[config.mk]
export PLATFORM = sky130hd
export DESIGN_NAME = universal_shift_register
export DESIGN_NICKNAME = d
export VERILOG_FILES = /design/src/rtl/universal_shift_register.sv
export SDC_FILE = /design/constraint.sdc
export NUM_CORES = 1
export LEC_CHECK = 0
export ABC_AREA = 1
export CORE_AREA = 2 2 56 58
export CTS_CLUSTER_DIAMETER = 100
export DETAILED_ROUTE_END_ITERATION = 8
export DIE_AREA = 0 0 58 60
export GPL_ROUTABILITY_DRIVEN = 0
export PLACE_DENSITY = 0.8
export SYNTH_ARGS = -nofsm -noshare
export SYNTH_HDL_FRONTEND = slang
export SYNTH_SLANG_ARGS = --single-unit
[constraint.sdc]
create_clock -name clk -period 3.1 [get_ports clk]
set_input_delay 0.62 -clock clk [delete_from_list [all_inputs] [get_ports clk]]
set_output_delay 0.62 -clock clk [all_outputs]
set_load 0.02 [all_outputs]
[src/rtl/universal_shift_register.sv]
// -----------------------------------------------------------------------------
// universal_shift_register
//
// Parametrised shift/rotate engine. Each operation is started by a one-cycle
// start strobe in IDLE and performs `amount` single-bit steps, one per clock
// edge. The first step happens on the start edge itself, so an N-step
// operation is finished N edges after start, with busy high in between and a
// one-cycle done pulse once q holds its final value.
//
// Modes (captured at start):
//   000 hold, 001 SRL, 010 SLL, 011 ROR, 100 ROL, 101 SRA,
//   110 parallel load, 111 reserved (hold)
//
// Optional feature: define USR_ABORT_EN to add the `abort` input, which ends
// a running shift early (no step on the aborting edge, done still pulses).
//
// Ports:
//   clk          rising-edge clock
//   rst_n        asynchronous active-low reset
//   start        operation request, sampled only in IDLE
//   mode         operation select (3 bits), captured at start
//   amount       number of single-bit steps (CNT_W bits), captured at start
//   load_data    parallel-load value (WIDTH bits)
//   serial_right bit entering at the MSB on SRL, sampled on every step edge
//   serial_left  bit entering at the LSB on SLL, sampled on every step edge
//   abort        (USR_ABORT_EN only) terminate a running shift
//   q            register contents
//   serial_out   last bit shifted or rotated out
//   busy         high while further steps remain
//   done         one-cycle completion pulse
// -----------------------------------------------------------------------------
module universal_shift_register #(
  parameter int WIDTH = 8,
  parameter int CNT_W = $clog2(WIDTH) + 1
) (
  input  logic             clk,
  input  logic             rst_n,
  input  logic             start,
  input  logic [2:0]       mode,
  input  logic [CNT_W-1:0] amount,
  input  logic [WIDTH-1:0] load_data,
  input  logic             serial_right,
  input  logic             serial_left,
`ifdef USR_ABORT_EN
  input  logic             abort,
`endif
  output logic [WIDTH-1:0] q,
  output logic             serial_out,
  output logic             busy,
  output logic             done
);

  typedef enum logic [1:0] {
    S_IDLE,
    S_SHIFT,
    S_DONE
  } state_t;

  typedef enum logic [2:0] {
    M_HOLD = 3'b000,
    M_SRL  = 3'b001,
    M_SLL  = 3'b010,
    M_ROR  = 3'b011,
    M_ROL  = 3'b100,
    M_SRA  = 3'b101,
    M_LOAD = 3'b110,
    M_RSVD = 3'b111
  } mode_t;

  state_t           state;
  mode_t            mode_r;
  logic [CNT_W-1:0] cnt;      // steps still to perform after the current edge

  mode_t            mode_in;
  mode_t            op_mode;
  logic             op_is_shift;
  logic [WIDTH-1:0] step_q;
  logic             step_out;

  assign mode_in = mode_t'(mode);

  // On the start edge the step uses the incoming mode; afterwards the
  // captured copy, so later changes on the mode pins have no effect.
  assign op_mode = (state == S_IDLE) ? mode_in : mode_r;

  assign op_is_shift = (mode_in == M_SRL) || (mode_in == M_SLL) ||
                       (mode_in == M_ROR) || (mode_in == M_ROL) ||
                       (mode_in == M_SRA);

  // One single-bit step of the selected operation.
  always_comb begin
    // NOTE: defaults first so every path assigns both outputs; otherwise a
    // mode without a case arm would infer a latch.
    step_q   = q;
    step_out = serial_out;
    unique case (op_mode)
      M_SRL: begin
        step_q   = {serial_right, q[WIDTH-1:1]};
        step_out = q[0];
      end
      M_SLL: begin
        step_q   = {q[WIDTH-2:0], serial_left};
        step_out = q[WIDTH-1];
      end
      M_ROR: begin
        step_q   = {q[0], q[WIDTH-1:1]};
        step_out = q[0];
      end
      M_ROL: begin
        step_q   = {q[WIDTH-2:0], q[WIDTH-1]};
        step_out = q[WIDTH-1];
      end
      M_SRA: begin
        step_q   = {q[WIDTH-1], q[WIDTH-1:1]};
        step_out = q[0];
      end
      default: ;  // hold, load and reserved never step
    endcase
  end

  // NOTE: all state below uses non-blocking assignments so every register
  // samples the pre-edge values, independent of statement order.
  always_ff @(posedge clk or negedge rst_n) begin
    if (!rst_n) begin
      state      <= S_IDLE;
      mode_r     <= M_HOLD;
      cnt        <= '0;
      q          <= '0;
      serial_out <= 1'b0;
      busy       <= 1'b0;
      done       <= 1'b0;
    end else begin
      unique case (state)
        S_IDLE: begin
          busy <= 1'b0;
          done <= 1'b0;
          if (start) begin
            mode_r <= mode_in;
            if (mode_in == M_LOAD) begin
              q     <= load_data;
              state <= S_DONE;
              done  <= 1'b1;
            end else if (op_is_shift && (amount != '0)) begin
              q          <= step_q;
              serial_out <= step_out;
              cnt        <= amount - CNT_W'(1);
              if (amount == CNT_W'(1)) begin
                state <= S_DONE;
                done  <= 1'b1;
              end else begin
                state <= S_SHIFT;
                busy  <= 1'b1;
              end
            end else begin
              // Hold, reserved, or a shift of zero positions.
              state <= S_DONE;
              done  <= 1'b1;
            end
          end
        end

        S_SHIFT: begin
`ifdef USR_ABORT_EN
          if (abort) begin
            state <= S_DONE;
            busy  <= 1'b0;
            done  <= 1'b1;
          end else
`endif
          begin
            q          <= step_q;
            serial_out <= step_out;
            cnt        <= cnt - CNT_W'(1);
            if (cnt == CNT_W'(1)) begin
              state <= S_DONE;
              busy  <= 1'b0;
              done  <= 1'b1;
            end
          end
        end

        S_DONE: begin
          state <= S_IDLE;
          done  <= 1'b0;
          busy  <= 1'b0;
        end

        default: begin
          state <= S_IDLE;
          busy  <= 1'b0;
          done  <= 1'b0;
        end
      endcase
    end
  end

endmodule

==> results of run 1 <==
[state kept, by name, summed over array words and instances, names as in the netlist]
register and count:
busy 1, cnt 4, done 1, mode_r 3, q 8, serial_out 1, state 2
[cells in the final DEF, fill, tap and decap left out, drive strengths merged, types with 2 or more instances in the layout]
cell type and n:
clkdlybuf4s50 30, clkbuf 3, dfrtp 20, nand4 3
nand3 19, o21ai 13, ha 4, nand2 78
xor2 2, a21oi 6, nor2 35, a31oi 2
inv 26
[report_power, final]
part	switching (mW)	total [mW]	internal [mW]
clock	0.0933	0.224	0.131
combinational	0.736	1.20	0.459
sequential	0.125	0.514	0.389
[through the flow]
stage	utilization [%]	cell area, sq um	setup WS, ns	hold WS [ns]
5_1_grt	63.7	1850	0.601	0.543
3_5_place_dp	61.9	1800	0.491	0.502
3_3_place_gp	61.9	1800	0.599	0.499
4_1_cts	63.7	1850	0.826	0.531
6_report	63.7	1850	0.799	0.525
2_1_floorplan	-	1460	1.35	0.324
[kinds of logic (layout without fill, tap and decap cells)]
logic type,after synthesis,in the layout,share of synthesized area [%]
compound gates,24,24,10.4
xor+xnor,2,2,1.20
fa+ha+maj,4,4,3.42
buf+inv,29,62,7.96
flops,20,20,34.2
simple gates,135,135,42.8
[area by class of cell]
class	count	area share, %
flip-flops and latches	20	27.0
well taps	33	2.23
clock buffers	3	1.22
inverters	27	5.61
clock inverters	1	1.62
repair buffers	31	16.6
multi-input cells	165	45.6
[critical path, cell delays in order]
cell and delay [ns]:
clkdlybuf4s50_1 0.45, inv_1 0.09, ha_1 0.17, inv_1 0.04
nor2_1 0.11, nand2_1 0.07, nand3_1 0.09, nand2_1 0.07
o21ai_1 0.43, buf_4 0.23, nor2_1 0.04, nand2_1 0.06
nand2_1 0.05
[routing by layer]
layer | share of wire (%) | vias to the layer above
met5 | 0 | -
li1 | - | 740
met2 | 49 | 21
met3 | 2.4 | 4
met1 | 47 | 675
met4 | 1.1 | 0
[worst max path at each step]
stage	slack, ns	end	depth (start not counted)
2_1_floorplan	1.35	q[1]	12
3_3_place_gp	0.60	q[5]	13
3_5_place_dp	0.49	q[6]	13
4_1_cts	0.83	q[6]	13
5_1_grt	0.60	q[0]	13
6_report	0.80	q[6]	13
==> metrics.yaml, run 1 <==
min_path:
  worstHoldStart: "busy"
  hold_path_end: "busy"
  hp-class: "reg -> reg"
  min_path_cells: 2
yosys:
  synthTopCellsByArea: "dfrtp_1, nand2_1, nor2_1"
  synth.most_common_cell: "nand2_1"
  syn-instance-count: 214
  yosys-top-cells-count: "nand2_1, nor2_1, inv_1"
  ys_seq_elements: 20
  synth_nets: 238
  seq_area_frac_synth_pct: 34.2
  synth-main-ff-cell: "dfrtp_1"
  synth_top_area_share_pct: 34.2
  synth_top_area_cell: "dfrtp_1"
  async_reset_ff_share_pct: 100
  synthesis.area_sq_mm: 0.00146
  synth_edf_count: 0
  synth_cell_types: 26
  yosys_warnings: 0
  avgSynthCellArea_sq_um: 6.83
floorplanning:
  die_w_um: 58
  initial_core_util_pct: 50.3
  core_sq_mm: 0.00290
  row_count: 20
  ios: 31
  dieArea_sq_mm: 0.00348
  die-height_um: 60
grt:
  grt_antenna_before_repair: 0
  met1_usage_pct: 27.2
  grtUsageMet2_pct: 34.4
  grt_pass1_vias: 1273
  grt_start_max_net_pins: 21
  gr-usage-all-layers_pct: 20.3
  top_usage_layer: "met2"
  grt_pass1_wl_um: 5460
  grt_use_met3_pct: 1.95
  overflow: 0
sta:
  fmax_mhz: 435
  rsz0062_at_grt: "no"
  hold_viol_final: 0
  worstMarginPinSlew_ns: 0.946
  maxSlewViolCount: 0
  period_needed_ns: 2.30
  skew_ns: 0.00166
  slew_headroom_pct: 36.7
  finalCritPeriodShare_pct: 74.2
  setup_viol: 0
  tns_ns: 0
drt:
  drc: 0
  via_count: 1440
  first_pass_iters: 4
  vias_per_cell: 5.14
  wire_per_inst_um: 11.9
  drt-total-wl_um: 3330
  drtIter0Drc: 46
  ant_nets: 0
critical_path:
  cp_max_fo: 7
  worst-setup-path-type: "in -> reg"
  r2r-end: "q[6]"
  startpoint: "amount[0]"
  ff2ff_path_depth: 7
  startpoint_type: "input port"
  endpoint_kind: "flop"
  critPathRequiredTime_ns: 3.32
  r2r-start: "state[1]"
  r2r_slack_ns: 1.36
  critPathArrivalTime_ns: 2.52
cts:
  htreeDepth: 1
  cts_inserted_buffers: 3
  clockRootBuffer: "clkbuf_4"
  cts-resized-gates: 0
  clk_pin_slew_worst_paths_ns: 0.13
  clock_path_buffers: 2
  post_cts_buffers: 0
  cts_hold_buf: 0
  clk_latency_ns: 0.31
  cts_tree: "yes"
  clock-sinks: 20
place:
  port_buffers: 30
  place_inst: 276
  dpl.hpwl_um: 2520
power:
  finalPower_mw: 1.93
  powerDensity_mw_per_mm2: 1040
  ir_drop_v: 0.000612
  power.leakage_nw: 0.940
layout:
  fin_cells: 280
  diodes: 0
  register_area_sq_um: 500
  layout-drive-gt1-share_pct: 11.3
  fill_cells: 287
  multi_input_area_sq_um: 845
  nets: 272
  syn2layout_area_growth_pct: 26.6
outcome:
  status: "complete, no violations"
flow_run:
  max_cap_viol_count: 0
(Power assumes the default switching activity.)
==> run 2: changes to the inputs <==
--- a/config.mk
+++ b/config.mk
@@ -6,12 +6,12 @@
 export NUM_CORES = 1
 export LEC_CHECK = 0
 export ABC_AREA = 1
-export CORE_AREA = 2 2 56 58
+export CORE_AREA = 2 2 60 62
 export CTS_CLUSTER_DIAMETER = 100
 export DETAILED_ROUTE_END_ITERATION = 8
-export DIE_AREA = 0 0 58 60
+export DIE_AREA = 0 0 62 64
 export GPL_ROUTABILITY_DRIVEN = 0
-export PLACE_DENSITY = 0.8
+export PLACE_DENSITY = 0.74
 export SYNTH_ARGS = -nofsm -noshare
 export SYNTH_HDL_FRONTEND = slang
 export SYNTH_SLANG_ARGS = --single-unit
==> constraint.sdc (replaced) <==
create_clock -name clk -period 2.1 [get_ports clk]
set_input_delay 0.42 -clock clk [delete_from_list [all_inputs] [get_ports clk]]
set_output_delay 0.42 -clock clk [all_outputs]
set_load 0.02 [all_outputs]
==> metrics.yaml, run 2 (synthesis gave the netlist of run 1 again) <==
layout:
  largest_reg_flops: 8  # unchanged
  utilization_pct: 57.0  # -6.7 points
  regMostFlops: "q"
  nets: 275  # +1.1%
  layout-drive-gt1-share_pct: 12.4  # +1.1 points
  final_cell_mix: "nand2_1, nor2_1, clkdlybuf4s50_1"
  syn2layout_area_growth_pct: 28.2
  reg_top3: "q x8, cnt x4, mode_r x3"
  diodes: 0  # unchanged
  final_common_cell: "nand2_1"
grt:
  grt_antenna_before_repair: 0  # unchanged
  grt_pass1_wl_um: 5630  # +3.2%
  grt_pass1_vias: 1319  # +3.6%
  overflow: 0  # unchanged
  grt_start_max_net_pins: 21  # unchanged
  gr-usage-all-layers_pct: 18.3  # -2.0 points
cts:
  clk_latency_ns: 0.30  # about the same
  clock_path_buffers: 2  # unchanged
  clockRootBuffer: "clkbuf_4"
  cts_tree: "yes"
  cts_inserted_buffers: 3  # unchanged
  cts-resized-gates: 0  # unchanged
  post_cts_buffers: 0  # unchanged
  htreeDepth: 1  # unchanged
  clk_pin_slew_worst_paths_ns: 0.12  # about the same
  clock-sinks: 20  # unchanged
  cts_hold_buf: 0  # unchanged
critical_path:
  startpoint_type: "flop"
  critPathArrivalTime_ns: 1.42  # -1.10 ns
  crit_family: "buffers and inverters"
  path_cells: "clkdlybuf4s50_1"
  crit_buf_inv: 1  # -3
  cp_max_fo: 6  # -1
  worst-setup-path-type: "reg -> out"
  slowest_delay_ns: 0.64  # +0.19 ns
  endpoint_kind: "output port"
  critPathRequiredTime_ns: 1.68  # -1.64 ns
  cp_slowest_cell: "clkdlybuf4s50_1"
power:
  powerDensity_mw_per_mm2: 1460  # +39%
  finalPower_mw: 2.73  # +41%
  ir_drop_v: 0.000671  # +9.6%
  power.leakage_nw: 0.947  # +0.78%
sta:
  fmax_mhz: 545
  period_needed_ns: 1.84
  skew_ns: 0.00565  # +0.00399 ns
  setup_viol: 0  # unchanged
  rsz0062_at_grt: "no"
  worstMarginPinSlew_ns: 0.273  # -0.673 ns
  fin_ws_ns: 0.265  # -0.534 ns
  slew_headroom_pct: 81.8  # +45 points
  tns_ns: 0  # unchanged
  finalCritPeriodShare_pct: 87.4
  hold_viol_final: 0  # unchanged
  maxSlewViolCount: 0  # unchanged
drt:
  drt-total-wl_um: 3180  # -4.5%
  drtIter0Drc: 41  # -11%
  drc: 0  # unchanged
  ant_nets: 0  # unchanged
  via_count: 1426  # -0.97%
  wire_per_inst_um: 10.7  # -9.7%
  vias_per_cell: 4.82  # -6.3%
  first_pass_iters: 4  # unchanged
flow_run:
  max_cap_viol_count: 0  # unchanged
floorplanning:
  ios: 31  # unchanged
  dieArea_sq_mm: 0.00397  # +14%
  die_w_um: 62  # +6.9%
  row_count: 21  # +5.0%
  initial_core_util_pct: 44.5  # -5.8 points
  die-height_um: 64  # +6.7%
  core_sq_mm: 0.00328  # +13%
place:
  place_ws_ns: 0.00141  # -0.489 ns
  port_buffers: 30  # unchanged
  dpl.hpwl_um: 2480  # -1.4%
outcome:
  status: "complete, no violations"
min_path:
  hp-class: "in -> async"
==> run 2: cell count changes in the layout (fill, tap and decap cells not counted), sizes merged <==
| cell | delta |
|---|---|
| buf | +3 |
| bufinv | -1 |
| clkbuf | +1 |
==> run 2: path summary, 6_finish.rpt <==
path,start,to,slack (ns),depth (start not counted)
max reg2reg,state[1],q[4],0.61,9
max in group asynchronous,rst_n,mode_r[0],1.44,2
max,q[0],q[0],0.26,1
min in group clk,done,done,0.52,2
min reg2reg,done,done,0.52,2
min,rst_n,cnt[3],0.44,2
==> run 2: cell type report <==
type,instances,area [sq um]
Clock buffer,4,36.3
Multi-Input combinational cell,165,845
Sequential cell,20,500
Timing Repair Buffer,34,330
Tap cell,46,57.6
Fill cell,322,1410
Inverter,27,104
==> run 2: power by group <==
| group | internal [mW] | switching, mW | total [mW] |
|---|---|---|---|
| clock | 0.106 | 0.124 | 0.229 |
| combinational | 0.692 | 1.05 | 1.74 |
| sequential | 0.575 | 0.179 | 0.754 |
==> run 2: per-stage QoR <==
stage	hold WS, ns	cell area [sq um]	instances
after floorplan	0.124	1460	214
after global placement	0.498	1840	292
after detailed placement	0.503	1840	292
after CTS	0.443	1870	296
after global routing	0.454	1870	296
final	0.438	1870	296
==> run 2: routing by layer <==
layer	vias to the layer above	global-route usage, %	share of wire (%)
li1	746	-	-
met1	655	25.4	46
met2	23	28.9	50
met3	2	3.04	3.3
met4	0	4.79	0.63
met5	-	0	0
==> run 3: changes to the inputs <==
--- a/config.mk
+++ b/config.mk
@@ -12,6 +12,7 @@
 export DIE_AREA = 0 0 62 64
 export GPL_ROUTABILITY_DRIVEN = 0
 export PLACE_DENSITY = 0.74
+export SETUP_SLACK_MARGIN = 0.15
 export SYNTH_ARGS = -nofsm -noshare
 export SYNTH_HDL_FRONTEND = slang
 export SYNTH_SLANG_ARGS = --single-unit
==> metrics.yaml, run 3 (synthesis gave the netlist of run 1 again) <==
drt:
  drc: 0  # unchanged
  via_count: 1426  # unchanged
  first_pass_iters: 4  # unchanged
  ant_nets: 0  # unchanged
  drtIter0Drc: 42  # +2.4%
  vias_per_cell: 4.82  # unchanged
  wire_per_inst_um: 10.7  # unchanged
  drt-total-wl_um: 3180  # unchanged
critical_path:
  crit_family: "buffers and inverters"
  cp_slowest_cell: "clkdlybuf4s50_1"
  critPathRequiredTime_ns: 1.68  # about the same
  slowest_delay_ns: 0.64  # about the same
  worst-setup-path-type: "reg -> out"
  crit_buf_inv: 1  # unchanged
  cp_max_fo: 6  # unchanged
  path_cells: "clkdlybuf4s50_1"
  startpoint_type: "flop"
  endpoint_kind: "output port"
  critPathArrivalTime_ns: 1.42  # about the same
cts:
  cts_tree: "yes"
  clock_path_buffers: 2  # unchanged
  cts_inserted_buffers: 3  # unchanged
  post_cts_buffers: 0  # unchanged
  clk_pin_slew_worst_paths_ns: 0.12  # about the same
  clockRootBuffer: "clkbuf_4"
  htreeDepth: 1  # unchanged
  clk_latency_ns: 0.30  # about the same
  clock-sinks: 20  # unchanged
layout:
  layout-drive-gt1-share_pct: 12.8  # +0.40 points
  largest_reg_flops: 8  # unchanged
  final_common_cell: "nand2_1"
  fill_cells: 322  # unchanged
  final_cell_mix: "nand2_1, nor2_1, clkdlybuf4s50_1"
  reg_top3: "q x8, cnt x4, mode_r x3"
  regMostFlops: "q"
  nets: 275  # unchanged
  syn2layout_area_growth_pct: 28.2  # unchanged
  diodes: 0  # unchanged
place:
  dpl.hpwl_um: 2480  # unchanged
  port_buffers: 30  # unchanged
sta:
  maxSlewViolCount: 0  # unchanged
  slew_headroom_pct: 81.8  # unchanged
  hold_ws_ns: 0.438  # unchanged
  fmax_mhz: 545  # unchanged
  rsz0062_at_grt: "yes"
  skew_ns: 0.00565  # unchanged
  period_needed_ns: 1.84  # unchanged
  worstMarginPinSlew_ns: 0.273  # unchanged
  hold_viol_final: 0  # unchanged
  setup_viol: 0  # unchanged
  finalCritPeriodShare_pct: 87.4  # unchanged
  tns_ns: 0  # unchanged
grt:
  gr-usage-all-layers_pct: 18.3  # unchanged
  grt_pass1_wl_um: 5630  # unchanged
  grt_antenna_before_repair: 0  # unchanged
  grt_pass1_vias: 1319  # unchanged
  grt_start_max_net_pins: 21  # unchanged
  overflow: 0  # unchanged
floorplanning:
  row_count: 21  # unchanged
  die-height_um: 64  # unchanged
  initial_core_util_pct: 44.5  # unchanged
  dieArea_sq_mm: 0.00397  # unchanged
  ios: 31  # unchanged
  die_w_um: 62  # unchanged
  core_sq_mm: 0.00328  # unchanged
min_path:
  hp-class: "in -> async"
power:
  ir_drop_v: 0.000672  # +0.17%
  powerDensity_mw_per_mm2: 1460  # about the same
  power.leakage_nw: 0.946  # -0.14%
flow_run:
  max_cap_viol_count: 0  # unchanged
outcome:
  status: "complete, no violations"
-- run 3: cell count changes in the layout (fill, tap and decap cells not counted) --
cell	previous run	this run
inv_1	23	22
inv_2	2	3
-- run 3: area by class of cell --
type / count / area, sq um / area share, %
multi-input combinational: 165 / 845 / 45.1
clock buffer: 4 / 36.3 / 1.94
inverter: 27 / 104 / 5.54
timing repair buffer: 34 / 330 / 17.6
sequential: 20 / 500 / 26.7
tap: 46 / 57.6 / 3.07
-- run 3: routing by layer --
layer  up-vias  GRT usage, %  share of wire, %
met5         -             0                 0
met4         0          4.79              0.63
met3         2          3.04               3.3
li1        746             -                 -
met1       655          25.4                46
met2        23          28.9                50
-- run 3: repair_timing --
action | 4_1_cts | 5_1_grt
hold endpoints to repair | 0 | 0
resized for setup | 0 | 1
hold buffers | 0 | 0
endpoints found under the setup margin | 0 | 5
-- run 3: worst reg2reg max path: stages (launching register included) --
cell	delay, ns
dfrtp_1	0.48
nor2_4	0.22
nand2_1	0.09
nand2_2	0.15
nand3_2	0.12
nand2_2	0.14
nand2_1	0.07
nand3_1	0.07
nand2_1	0.06
nand2_1	0.06
-- run 3: metrics by stage --
| step | utilization, % | instance area, sq um | std cells | worst slack, ns | power (mW) |
|---|---|---|---|---|---|
| global route | 57.0 | 1870 | 296 | 0.131 | 3.03 |
| detailed placement | 55.9 | 1840 | 292 | 0.00141 | 2.52 |
| floorplan | - | 1460 | 214 | 0.547 | 2.00 |
| global placement | 55.9 | 1840 | 292 | 0.0584 | 2.48 |
| CTS | 57.0 | 1870 | 296 | 0.253 | 2.76 |
| finish | 57.0 | 1870 | 296 | 0.265 | 2.73 |
-- run 3: final timing paths --
path                          start         to  slack [ns]  cells after the start
setup / recovery               q[0]       q[0]        0.26                      1
hold / removal                rst_n     cnt[3]        0.44                      2
setup reg to reg           state[1]       q[4]        0.61                      9
hold reg to reg                done       done        0.52                      2
max in group asynchronous     rst_n  mode_r[0]        1.44                      2
min in group clk               done       done        0.52                      2
-- run 3: report_power, final --
group	internal (mW)	total, mW	switching, mW
registers	0.575	0.754	0.179
clock network	0.106	0.229	0.124
logic	0.693	1.75	1.05
total	1.37	2.73	1.35
